## src/rtl/starfield_scroll_ctrl.sv

```systemverilog
`default_nettype none
// ============================================================================
// Module   : starfield_scroll_ctrl
// Purpose  : Step-enable sequencer for the starfield LFSR with per-frame scroll
//            speed/direction. Optional macro STARFIELD_RELOAD_EN adds seed reload.
// Revision : 1.0
// ============================================================================
module starfield_scroll_ctrl #(
    parameter int WIN_BITS = 9,
    parameter int SPEED_W  = 4,
    parameter int FRAME_W  = 8
) (
    input  logic               clk,
    input  logic               reset,
    input  logic [9:0]         hpos,
    input  logic [9:0]         vpos,
    input  logic [SPEED_W-1:0] speed,
    input  logic               dir,
    input  logic               freeze,
    input  logic               reload_req,
    output logic               lfsr_enable,
    output logic               lfsr_reload,
    output logic               in_window,
    output logic [FRAME_W-1:0] frame_count
);

    localparam logic [1:0]         c_ST_WAIT   = 2'd0;
    localparam logic [1:0]         c_ST_WINDOW = 2'd1;
    localparam logic [1:0]         c_ST_ADJUST = 2'd2;
    localparam logic [9:0]         c_WIN_SIDE  = 10'(1 << WIN_BITS);
    localparam logic [SPEED_W-1:0] c_SPEED_ONE = SPEED_W'(1);

    logic [1:0]         r_state;
    logic [SPEED_W-1:0] r_speed_s;
    logic               r_dir_s;
    logic               r_freeze_s;
    logic [SPEED_W-1:0] r_skip;
    logic [SPEED_W-1:0] r_extra;

    logic               w_win;
    logic               w_fb;
    logic               w_fs;
    logic [SPEED_W-1:0] w_adj_load;
    logic [SPEED_W-1:0] w_skip_cur;
    logic [SPEED_W-1:0] w_skip_step;
    logic               w_pix_en;
    logic               w_reload_issue;

    assign w_win = ((hpos >> WIN_BITS) == 10'd0) && ((vpos >> WIN_BITS) == 10'd0);
    assign w_fb  = (hpos == 10'd0) && (vpos == c_WIN_SIDE);
    assign w_fs  = (hpos == 10'd0) && (vpos == 10'd0);

    // Adjust length uses the values being latched at this same frame boundary
    assign w_adj_load = (!dir && !freeze) ? speed : '0;

    // On window entry the skip count is loaded and the first pixel consumes it at once
    assign w_skip_cur  = (r_state == c_ST_WAIT) ? (r_dir_s ? r_speed_s : '0) : r_skip;
    assign w_skip_step = (w_skip_cur != '0) ? (w_skip_cur - c_SPEED_ONE) : '0;
    assign w_pix_en    = (w_skip_cur == '0) && !r_freeze_s && !w_reload_issue;

`ifdef STARFIELD_RELOAD_EN
    logic r_reload_pend;

    assign w_reload_issue = w_fs && r_reload_pend;

    always_ff @(posedge clk or posedge reset) begin
        if (reset) begin
            r_reload_pend <= 1'b0;
            lfsr_reload   <= 1'b0;
        end else begin
            r_reload_pend <= reload_req || (r_reload_pend && !w_reload_issue);
            lfsr_reload   <= w_reload_issue;
        end
    end
`else
    logic w_unused_reload;

    assign w_unused_reload = reload_req;
    assign w_reload_issue  = 1'b0;
    assign lfsr_reload     = 1'b0;
`endif

    always_ff @(posedge clk or posedge reset) begin
        if (reset) begin
            r_state     <= c_ST_WAIT;
            r_speed_s   <= '0;
            r_dir_s     <= 1'b0;
            r_freeze_s  <= 1'b0;
            r_skip      <= '0;
            r_extra     <= '0;
            lfsr_enable <= 1'b0;
            in_window   <= 1'b0;
            frame_count <= '0;
        end else begin
            in_window <= w_win;
            if (w_fb) begin
                r_speed_s   <= speed;
                r_dir_s     <= dir;
                r_freeze_s  <= freeze;
                frame_count <= frame_count + 1'b1;
                r_skip      <= '0;
                r_extra     <= w_adj_load;
                lfsr_enable <= (w_adj_load != '0);
                r_state     <= (w_adj_load != '0) ? c_ST_ADJUST : c_ST_WAIT;
            end else begin
                lfsr_enable <= 1'b0;
                case (r_state)
                    c_ST_WAIT: begin
                        if (w_fs) begin
                            r_state     <= c_ST_WINDOW;
                            r_skip      <= w_skip_step;
                            lfsr_enable <= w_pix_en;
                        end
                    end
                    c_ST_WINDOW: begin
                        if (w_win) begin
                            r_skip      <= w_skip_step;
                            lfsr_enable <= w_pix_en;
                        end
                    end
                    c_ST_ADJUST: begin
                        // The first extra step was already issued at the boundary edge
                        if (r_extra > c_SPEED_ONE) begin
                            r_extra     <= r_extra - c_SPEED_ONE;
                            lfsr_enable <= 1'b1;
                        end else begin
                            r_extra <= '0;
                            r_state <= c_ST_WAIT;
                        end
                    end
                    default: r_state <= c_ST_WAIT;
                endcase
                if (w_reload_issue) begin
                    frame_count <= '0;
                end
            end
        end
    end

endmodule
`default_nettype wire

```

## config.mk

```make
export PLATFORM = sky130hd
export DESIGN_NAME = starfield_scroll_ctrl
export DESIGN_NICKNAME = d
export VERILOG_FILES = /design/src/rtl/starfield_scroll_ctrl.sv
export SDC_FILE = /design/constraint.sdc
export NUM_CORES = 1
export LEC_CHECK = 0
export CAP_MARGIN = 10
export CELL_PAD_IN_SITES_DETAIL_PLACEMENT = 2
export CELL_PAD_IN_SITES_GLOBAL_PLACEMENT = 2
export CORE_UTILIZATION = 30
export DETAILED_ROUTE_END_ITERATION = 10
export GPL_ROUTABILITY_DRIVEN = 1
export PLACE_DENSITY_LB_ADDON = 0.1
export SYNTH_ARGS = -nofsm -noshare
export SYNTH_HDL_FRONTEND = slang
export SYNTH_SLANG_ARGS = --single-unit
```

## constraint.sdc

```tcl
create_clock -name clk -period 2.7 [get_ports clk]
set_input_delay 0.405 -clock clk [delete_from_list [all_inputs] [get_ports clk]]
set_output_delay 0.405 -clock clk [all_outputs]
set_load 0.05 [all_outputs]
```

# --- Word-level counts from Yosys, hierarchy flattened ---
# Index checks and enable logic that the tools add are counted.
totals:
  output_inout_bits: 11
  regBits: 26
  input_bits: 29
op_classes:
  magnitude_cmp: 1
  reduce_logical: 20
  muxes: 21
  n_eq_ne: 7
  add_sub_neg: 3
op_table:
  columns: ["op", "count"]
  rows:
  - ["logical NOT 10 bit", 4]
  - ["2-to-1 mux 4 bit", 10]
  - ["equality test 10 bit (second input constant)", 1]
  - ["inequality test 3 bit (second input constant)", 3]
  - ["adder 8 x 1 -> 8 bit (second input constant)", 1]
  - ["2-to-1 mux 2 bit", 4]
  - ["one-hot mux 4 bit (2 select lines)", 1]
  - ["nonzero test 4 bit", 2]
  - ["subtractor 4 x 1 -> 4 bit (second input constant)", 2]
  - ["one-hot mux 2 bit (3 select lines)", 1]
  - ["AND reduction 3 bit", 2]
  - ["logical AND 1 bit", 5]
  - ["> comparator 4 x 1 -> 1 bit (second input constant)", 1]
  - ["logical NOT 4 bit", 1]
  - ["2-to-1 mux 1 bit", 4]
  - ["logical NOT 1 bit", 3]
  - ["one-hot mux 1 bit (3 select lines)", 1]
  - ["nonzero test 3 bit", 1]
  - ["equality test 2 x 1 -> 1 bit (second input constant)", 1]
  - ["equality test 2 bit (second input constant)", 1]
  - ["logical NOT 2 bit", 1]
  - ["inequality test 2 bit (second input constant)", 1]
  - ["nonzero test 2 bit", 1]

# --- Logic depth before layout (Yosys ltp) ---
# Gate-level depths: netlist of run 1.
logic_depth:
  depth_word: 7
  mapped_depth: 7
  depth_no_buf: 7

# --- Worst setup path before layout of run 1 ---
# OpenSTA, ideal clock, no wires.
synth_timing:
  kind: "in2reg"
  from: "input port hpos[3]"
  to: "register frame_count[4]"
  slack_ns: 0.904
  required_ns: 2.560
  stages: 7
  arrival_time_ns: 1.656
  setup_time_ns: 0.140
  cell_sequence: "or4_1 clkinv_1 and3_1 buf_4 buf_12 nand4_4 xnor2_2"
synth_between:
  elab_chain_cells: 2
synth_lines:
  columns: ["item", "line", "text"]
  rows:
  - ["start, declared", "15", "input logic [9:0] hpos,"]
  - ["logical NOT 10 bit", "50", "assign w_fb = (hpos == 10'd0) && (vpos == c_WIN_SIDE);"]
  - ["logical AND 1 bit", "50", null]
  - ["end signal, assigned", "100", "frame_count <= frame_count + 1'b1;"]
  - ["end, declared", "24", "output logic [FRAME_W-1:0] frame_count"]
# Every way passes these cells.
# A chain may end at the register's enable or synchronous reset.

# --- Worst setup path in the final report of run 1 ---
layout_timing:
  from: "input port hpos[9]"
  to: "register frame_count[6]"
# Same word-level chain as after synthesis.

==> results of run 1 <==
cell type report:
cell class                 instances  share of cell area [%]
multi-input combinational        114                    37.9
sequential                        26                    34.6
timing repair buffer              40                    20.9
tap                               52                    3.46
clock buffer                       3                    2.19
inverter                           5                   0.997
cell usage after synthesis (2+ instances only):
| cell | n |
|---|---|
| nor4_1 | 3 |
| dfrtp_1 | 26 |
| or4_1 | 2 |
| nor2_1 | 9 |
| nand4_1 | 4 |
| and3_1 | 3 |
| inv_1 | 4 |
| ha_1 | 4 |
| nand4_4 | 2 |
| o21ai_0 | 4 |
| a31oi_1 | 6 |
| buf_2 | 2 |
| a21oi_1 | 12 |
| o21a_1 | 4 |
| buf_4 | 2 |
| nand3_1 | 7 |
| xnor2_1 | 6 |
| o31ai_1 | 2 |
| nor3_1 | 4 |
| nand2_1 | 24 |
worst max-delay path by stage:
| stage | startpoint | end | slack (ps) | depth (start not counted) |
|---|---|---|---|---|
| after global routing | hpos[9] | lfsr_enable | 430 | 6 |
| after CTS | hpos[9] | frame_count[6] | 620 | 7 |
| after global placement | hpos[9] | frame_count[3] | 400 | 7 |
| after floorplan | hpos[3] | frame_count[4] | 900 | 7 |
| final | hpos[9] | frame_count[6] | 630 | 7 |
| after detailed placement | hpos[9] | frame_count[6] | 330 | 7 |
cells by family (layout without fill, tap and decap cells):
group,Yosys count,count (layout)
other,1,1
flip-flops,26,26
adder cells (fa/ha/maj),4,4
XOR/XNOR,7,7
AO/OA/AOI/OAI,34,34
AND/OR/NAND/NOR,67,67
multiplexers,1,1
buffers and inverters,12,48
registers in the layout, summed over array words and instances, names as in the netlist:
name and flops:
r_extra 4, r_state 2, r_dir_s 1, frame_count 8, lfsr_enable 1, in_window 1
r_freeze_s 1, r_skip 4, r_speed_s 4
layer usage:
metal  routed length (um)  vias up  part of all wire, %
li1                     -      618                    -
met1                 1880      636                   46
met2                 1930       30                   48
met3                  191        5                  4.7
met4                   42        0                  1.0
met5                    0        -                    0
where the power goes:
part / leakage [nW] / internal, mW / switching (mW) / total [mW]
Combinational: 0.485 / 0.0486 / 0.0378 / 0.0864
Sequential: 0.362 / 0.395 / 0.00588 / 0.401
Clock: 0.0216 / 0.100 / 0.124 / 0.224
Total: 0.869 / 0.544 / 0.168 / 0.712
tightest hold or removal path, stage by stage:
cell and delay (ps):
clkdlybuf4s50_1 390, inv_1 50, buf_4 320
==> flow_summary_export.csv, run 1 <==
group,metric,value,unit
status,status,"complete, but fails checks",
status,failed_checks,"design-rule violations",
place,post_dp_hpwl,3110,um
worst_setup_path,reg2reg_from,"r_state[0]",
clocking,cts-hold-fix-buffers,0,
global_route,largest_net_degree_at_the_start_of_global_routing,27,
layout,layout.cells.most_common,"clkdlybuf4s50_1",
clocking,insertion_delay,270,ps
worst_setup_path,worstSetupPathType,"primary input to register",
sta,final.min_clock_period,2070,ps
layout,diodes,0,
sta,setup-violations-final,0,
yosys,synth_fa_ha_area_share,3.48,%
die,starting_density,32.1,%
global_route,grt_pass1_wl,6930,um
sta,rel_slew_slack,49.1,%
clocking,cts.root.buffer_cell,"clkbuf_8",
yosys,synth_edf_count,0,
clocking,clock_sinks,26,
layout,layout.cells.non_filler,240,
yosys,synth-compound-area-share,14.9,%
yosys,synth.yosys.warnings,0,
yosys,syn_area,1440,um2
yosys,async_reset_ff_share,100,%
worst_setup_path,cp_cell_sequence,"clkdlybuf4s50_1 > nor4_1 > and4_1 > and3_1 > buf_4 > nand4_1 > xnor2_1",
sta,final-max-slew-violation-count,0,
clocking,clkTransAtPathRegs,90,ps
yosys,synthesis.area_per_instance,9.45,um2
power_and_ir_drop,leakagePower,0.869,nW
sta,setup_total_negative_slack,0,ps
global_route,grt_util_met1,23.0,%
flow_run,max_cap_viol_count,0,
die,core.rowCount,24,
worst_setup_path,cp-end-kind,"register",
worst_setup_path,critPathBufInv,2,
die,placeableCoreArea,4470,um2
die,fp.dieH,71.2,um
global_route,gr-max-usage-layer,"met2",
yosys,postSynthNetCount,185,
worst_setup_path,worstPathRequired,2870,ps
power_and_ir_drop,max-vdd-ir-drop,150,uV
die,floorplan.die_area,5070,um2
routing,total_iterations_of_the_first_detailed_routing_run,6,
worst_setup_path,cp-start-kind,"primary input",
layout,n_fill_cell,473,
sta,fin_worst_hold_slack,489,ps
sta,finalClockSkew,2.63,ps
worst_setup_path,critPathTopFamily,"simple AND/OR/NAND/NOR gates",
die,num_io_pins,40,
yosys,synth_cell_type_count,42,
worst_setup_path,crit_slowest_cell,"clkdlybuf4s50_1",
routing,vias,1289,
worst_setup_path,depth_of_the_most_critical_reg_to_reg_path,6,
routing,drc,5,
layout,finish.instance_area,1880,um2
yosys,post_synth_inst_count,152,
clocking,postCtsSetupRepairBufs,0,
layout,multi_input_comb_area,713,um2
global_route,antenna_found_initial,0,
power_and_ir_drop,total_power,0.712,mW
place,placer_congestion,0.806,
worst_setup_path,cp.arrival,2230,ps
sta,timing.final.hold_violations,0,
yosys,netlist.top_cell.by_area,"dfrtp_1",
sta,grt_setup_unrepaired,"no",
global_route,globalRouteMet2Util,28.8,%
die,dieWidth,71.2,um
yosys,ys.flop_type,"dfrtp_1",
yosys,yosys-top-cells-area,"dfrtp_1 45%, nand2_1 6.3%, a21oi_1 4.2%",
yosys,synth-xor-area-share,4.79,%
worst_hold_path,timing.hold.worst.class,"primary input to async pin",
sta,pin_slew_with_the_least_headroom_to_its_limit,752,ps
layout,regArea,651,um2
routing,route.detailed.vias_per_inst,5.37,
yosys,ys_ff_latch,26,
layout,syn2layout_area_growth,31.0,%
place,placed_cell_area,1840,um2
clocking,cts_tree,"built",
worst_setup_path,rrSetupSlack,640,ps
sta,layout_setup_ws,634,ps
global_route,globalRoute.totalOverflow,0,
worst_setup_path,worst_path_largest_cell_delay,450,ps
layout,layout.cells.most_common_list,"37 x clkdlybuf4s50_1, 26 x dfrtp_1, 24 x nand2_1",
worst_setup_path,r2r-end,"lfsr_enable",
global_route,global_route.usage.total,17.2,%
layout,drive_above_1_share,5.85,%
sta,min_period_over_period,76.5,%
clocking,post_cts_resized,0,
layout,finish.utilization,42.1,%
yosys,muxShareOfSynthArea,0.697,%
routing,dr.first_iter.drc_count,21,
yosys,synth_simple_gate_area_share,25.5,%
clocking,ctsLongestPathBuffers,2,
yosys,synth_largest_type_area_fraction,45.3,%
place,place_worst_setup_slack,329,ps
global_route,grt_use_met3,2.85,%
place,number_of_input_and_output_port_buffers_inserted,37,
worst_setup_path,crit_fanout,23,
place,placed_cells_incl_taps,237,
routing,route.final.wire_length,4050,um
sta,fmax,0.484,GHz
clocking,tritoncts.num_buffers,3,
yosys,synth_top_family_by_area,"simple AND/OR/NAND/NOR gates",
power_and_ir_drop,pwrdens,378,nW/um2
routing,detail-route-antenna-nets,0,
yosys,ys_seq_area_share,45.3,%
layout,design.final.nets,223,
clocking,htree_num_levels,1,
routing,wl_per_cell,16.9,um
global_route,number_of_global_route_vias_before_repair,1414,
Note: power is estimated with default switching activity, not from simulation.
==> inputs of run 2 (changes only) <==
CORE_UTILIZATION = 28   (was 30)
clock period = 2.1 ns   (was 2.7 ns; I/O delays follow)
==> flow_summary_export.csv, run 2 (synthesis gave the netlist of run 1 again) <==
group,metric,value,unit
status,status,"finished clean",
global_route,antenna_found_initial,0,
routing,vias,1332,
layout,largest_register_ff_count,8,
power_and_ir_drop,leakagePower,0.938,nW
place,post_dp_hpwl,3590,um
worst_setup_path,timing.critical_path.mode_cell,"a31oi_1",
layout,design.final.nets,234,
place,placed_cells_incl_taps,263,
clocking,cts_tree,"built",
worst_setup_path,worstPathRequired,2300,ps
power_and_ir_drop,pwrdens,521,nW/um2
sta,timing.final.hold_violations,0,
worst_setup_path,crit_slowest_cell,"dfrtp_1",
sta,grt_setup_unrepaired,"no",
die,placeableCoreArea,4820,um2
worst_hold_path,timing.hold.worst.class,"primary input to async pin",
clocking,cts-hold-fix-buffers,0,
layout,largest-register,"frame_count",
clocking,cts.root.buffer_cell,"clkbuf_8",
place,placer_congestion,0.823,
worst_setup_path,worstSetupPathType,"register to register",
layout,diodes,0,
sta,min_period_over_period,91.5,%
clocking,clock_sinks,26,
sta,pin_slew_with_the_least_headroom_to_its_limit,522,ps
routing,dr.first_iter.drc_count,29,
clocking,insertion_delay,270,ps
layout,n_fill_cell,544,
place,number_of_input_and_output_port_buffers_inserted,37,
clocking,ctsLongestPathBuffers,2,
global_route,globalRoute.totalOverflow,0,
sta,final.min_clock_period,1920,ps
sta,final-max-slew-violation-count,0,
die,floorplan.die_area,5420,um2
routing,total_iterations_of_the_first_detailed_routing_run,4,
worst_setup_path,worst_path_largest_cell_delay,470,ps
layout,drive_above_1_share,12.0,%
clocking,postCtsSetupRepairBufs,0,
global_route,largest_net_degree_at_the_start_of_global_routing,27,
layout,regArea,651,um2
clocking,tritoncts.num_buffers,3,
routing,drc,0,
die,fp.dieH,73.6,um
worst_setup_path,cp_cell_sequence,"nor2_1 > a31oi_1 > ha_2 > a31oi_1 > o21ai_0 > a21oi_1",
clocking,clkTransAtPathRegs,100,ps
clocking,htree_num_levels,1,
worst_setup_path,cp-start-kind,"register",
sta,finalClockSkew,2.43,ps
die,dieWidth,73.6,um
global_route,global_route.usage.total,18.5,%
layout,multi_input_comb_area,716,um2
sta,fmax,0.520,GHz
routing,route.final.wire_length,4540,um
worst_setup_path,crit_fanout,7,
die,core.rowCount,25,
layout,layout.cells.most_common,"clkdlybuf4s50_1",
global_route,grt_pass1_wl,7550,um
sta,rel_slew_slack,65.0,%
flow_run,max_cap_viol_count,0,
power_and_ir_drop,max-vdd-ir-drop,254,uV
layout,layout.cells.non_filler,267,
routing,wl_per_cell,17.0,um
place,place_worst_setup_slack,-78.5,ps
routing,route.detailed.vias_per_inst,4.99,
sta,setup-violations-final,0,
worst_setup_path,cp.arrival,2120,ps
global_route,number_of_global_route_vias_before_repair,1566,
sta,layout_setup_ws,178,ps
layout,syn2layout_area_growth,41.2,%
routing,detail-route-antenna-nets,0,
die,starting_density,29.8,%
layout,layout.cells.most_common_list,"37 x clkdlybuf4s50_1, 26 x dfrtp_1, 24 x nand2_1",
die,num_io_pins,40,
worst_setup_path,cp-end-kind,"register",
[run 2: cell types whose count changed in the layout (fill, tap and decap cells not counted)]
cell | previous run | this run
bufinv_16 | 0 | 1
buf_12 | 0 | 1
buf_4 | 3 | 13
ha_1 | 4 | 3
ha_2 | 0 | 1
[run 2: timing repair]
action	4_1_cts	5_1_grt
endpoints found under the hold margin	0	0
endpoints found under the setup margin	0	1
resized for setup	0	1
[run 2: power breakdown]
| group | internal (mW) | switching, mW |
|---|---|---|
| sequential | 0.508 | 0.00724 |
| combinational | 0.0631 | 0.0485 |
| clock | 0.255 | 0.175 |
| total | 0.827 | 0.230 |
[run 2: through the flow]
stage | hold slack (ps) | util, % | area, um2 | total power, mW | TNS (ps)
floorplan | 355 | - | 1440 | 0.567 | 0
global placement | 460 | 40.6 | 1950 | 0.635 | -89.5
detailed placement | 479 | 40.6 | 1950 | 0.640 | -366
CTS | 418 | 42.1 | 2030 | 1.08 | 0
global route | 434 | 42.1 | 2030 | 1.10 | 0
finish | 405 | 42.1 | 2030 | 1.06 | 0
[run 2: final timing paths]
kind / start / endpoint / slack [ps] / cells past startpoint
setup / recovery: r_state[0] / r_skip[1] / 180 / 6
max in group asynchronous: reset / r_speed_s[0] / 1430 / 3
setup reg to reg: r_state[0] / r_skip[1] / 180 / 6
min in group clk: frame_count[7] / frame_count[7] / 490 / 1
hold reg to reg: frame_count[7] / frame_count[7] / 490 / 1
hold / removal: reset / frame_count[7] / 410 / 3
[run 2: cell type report]
type	count	area share, %
tap	67	4.13
clock buffer	3	2.04
clock inverter	1	1.48
multi-input combinational	114	35.3
timing repair buffer	51	24.1
sequential	26	32.1
inverter	5	0.925
[run 2: routing by layer]
layer | track usage, % | up-vias | part of all wire (%)
li1 | - | 641 | -
met1 | 22.6 | 672 | 43
met2 | 33.9 | 14 | 53
met3 | 2.19 | 5 | 1.8
met4 | 5.56 | 0 | 1.3
met5 | 0 | - | 0
[run 2: worst max-delay path, delay by kind of cell, from the launching register on]
family / cells / cell delay, ps
DFF: 1 / 470
AOI/OAI and AO/OA: 4 / 640
adders and majority gates: 1 / 300
and+or+nand+nor: 1 / 460
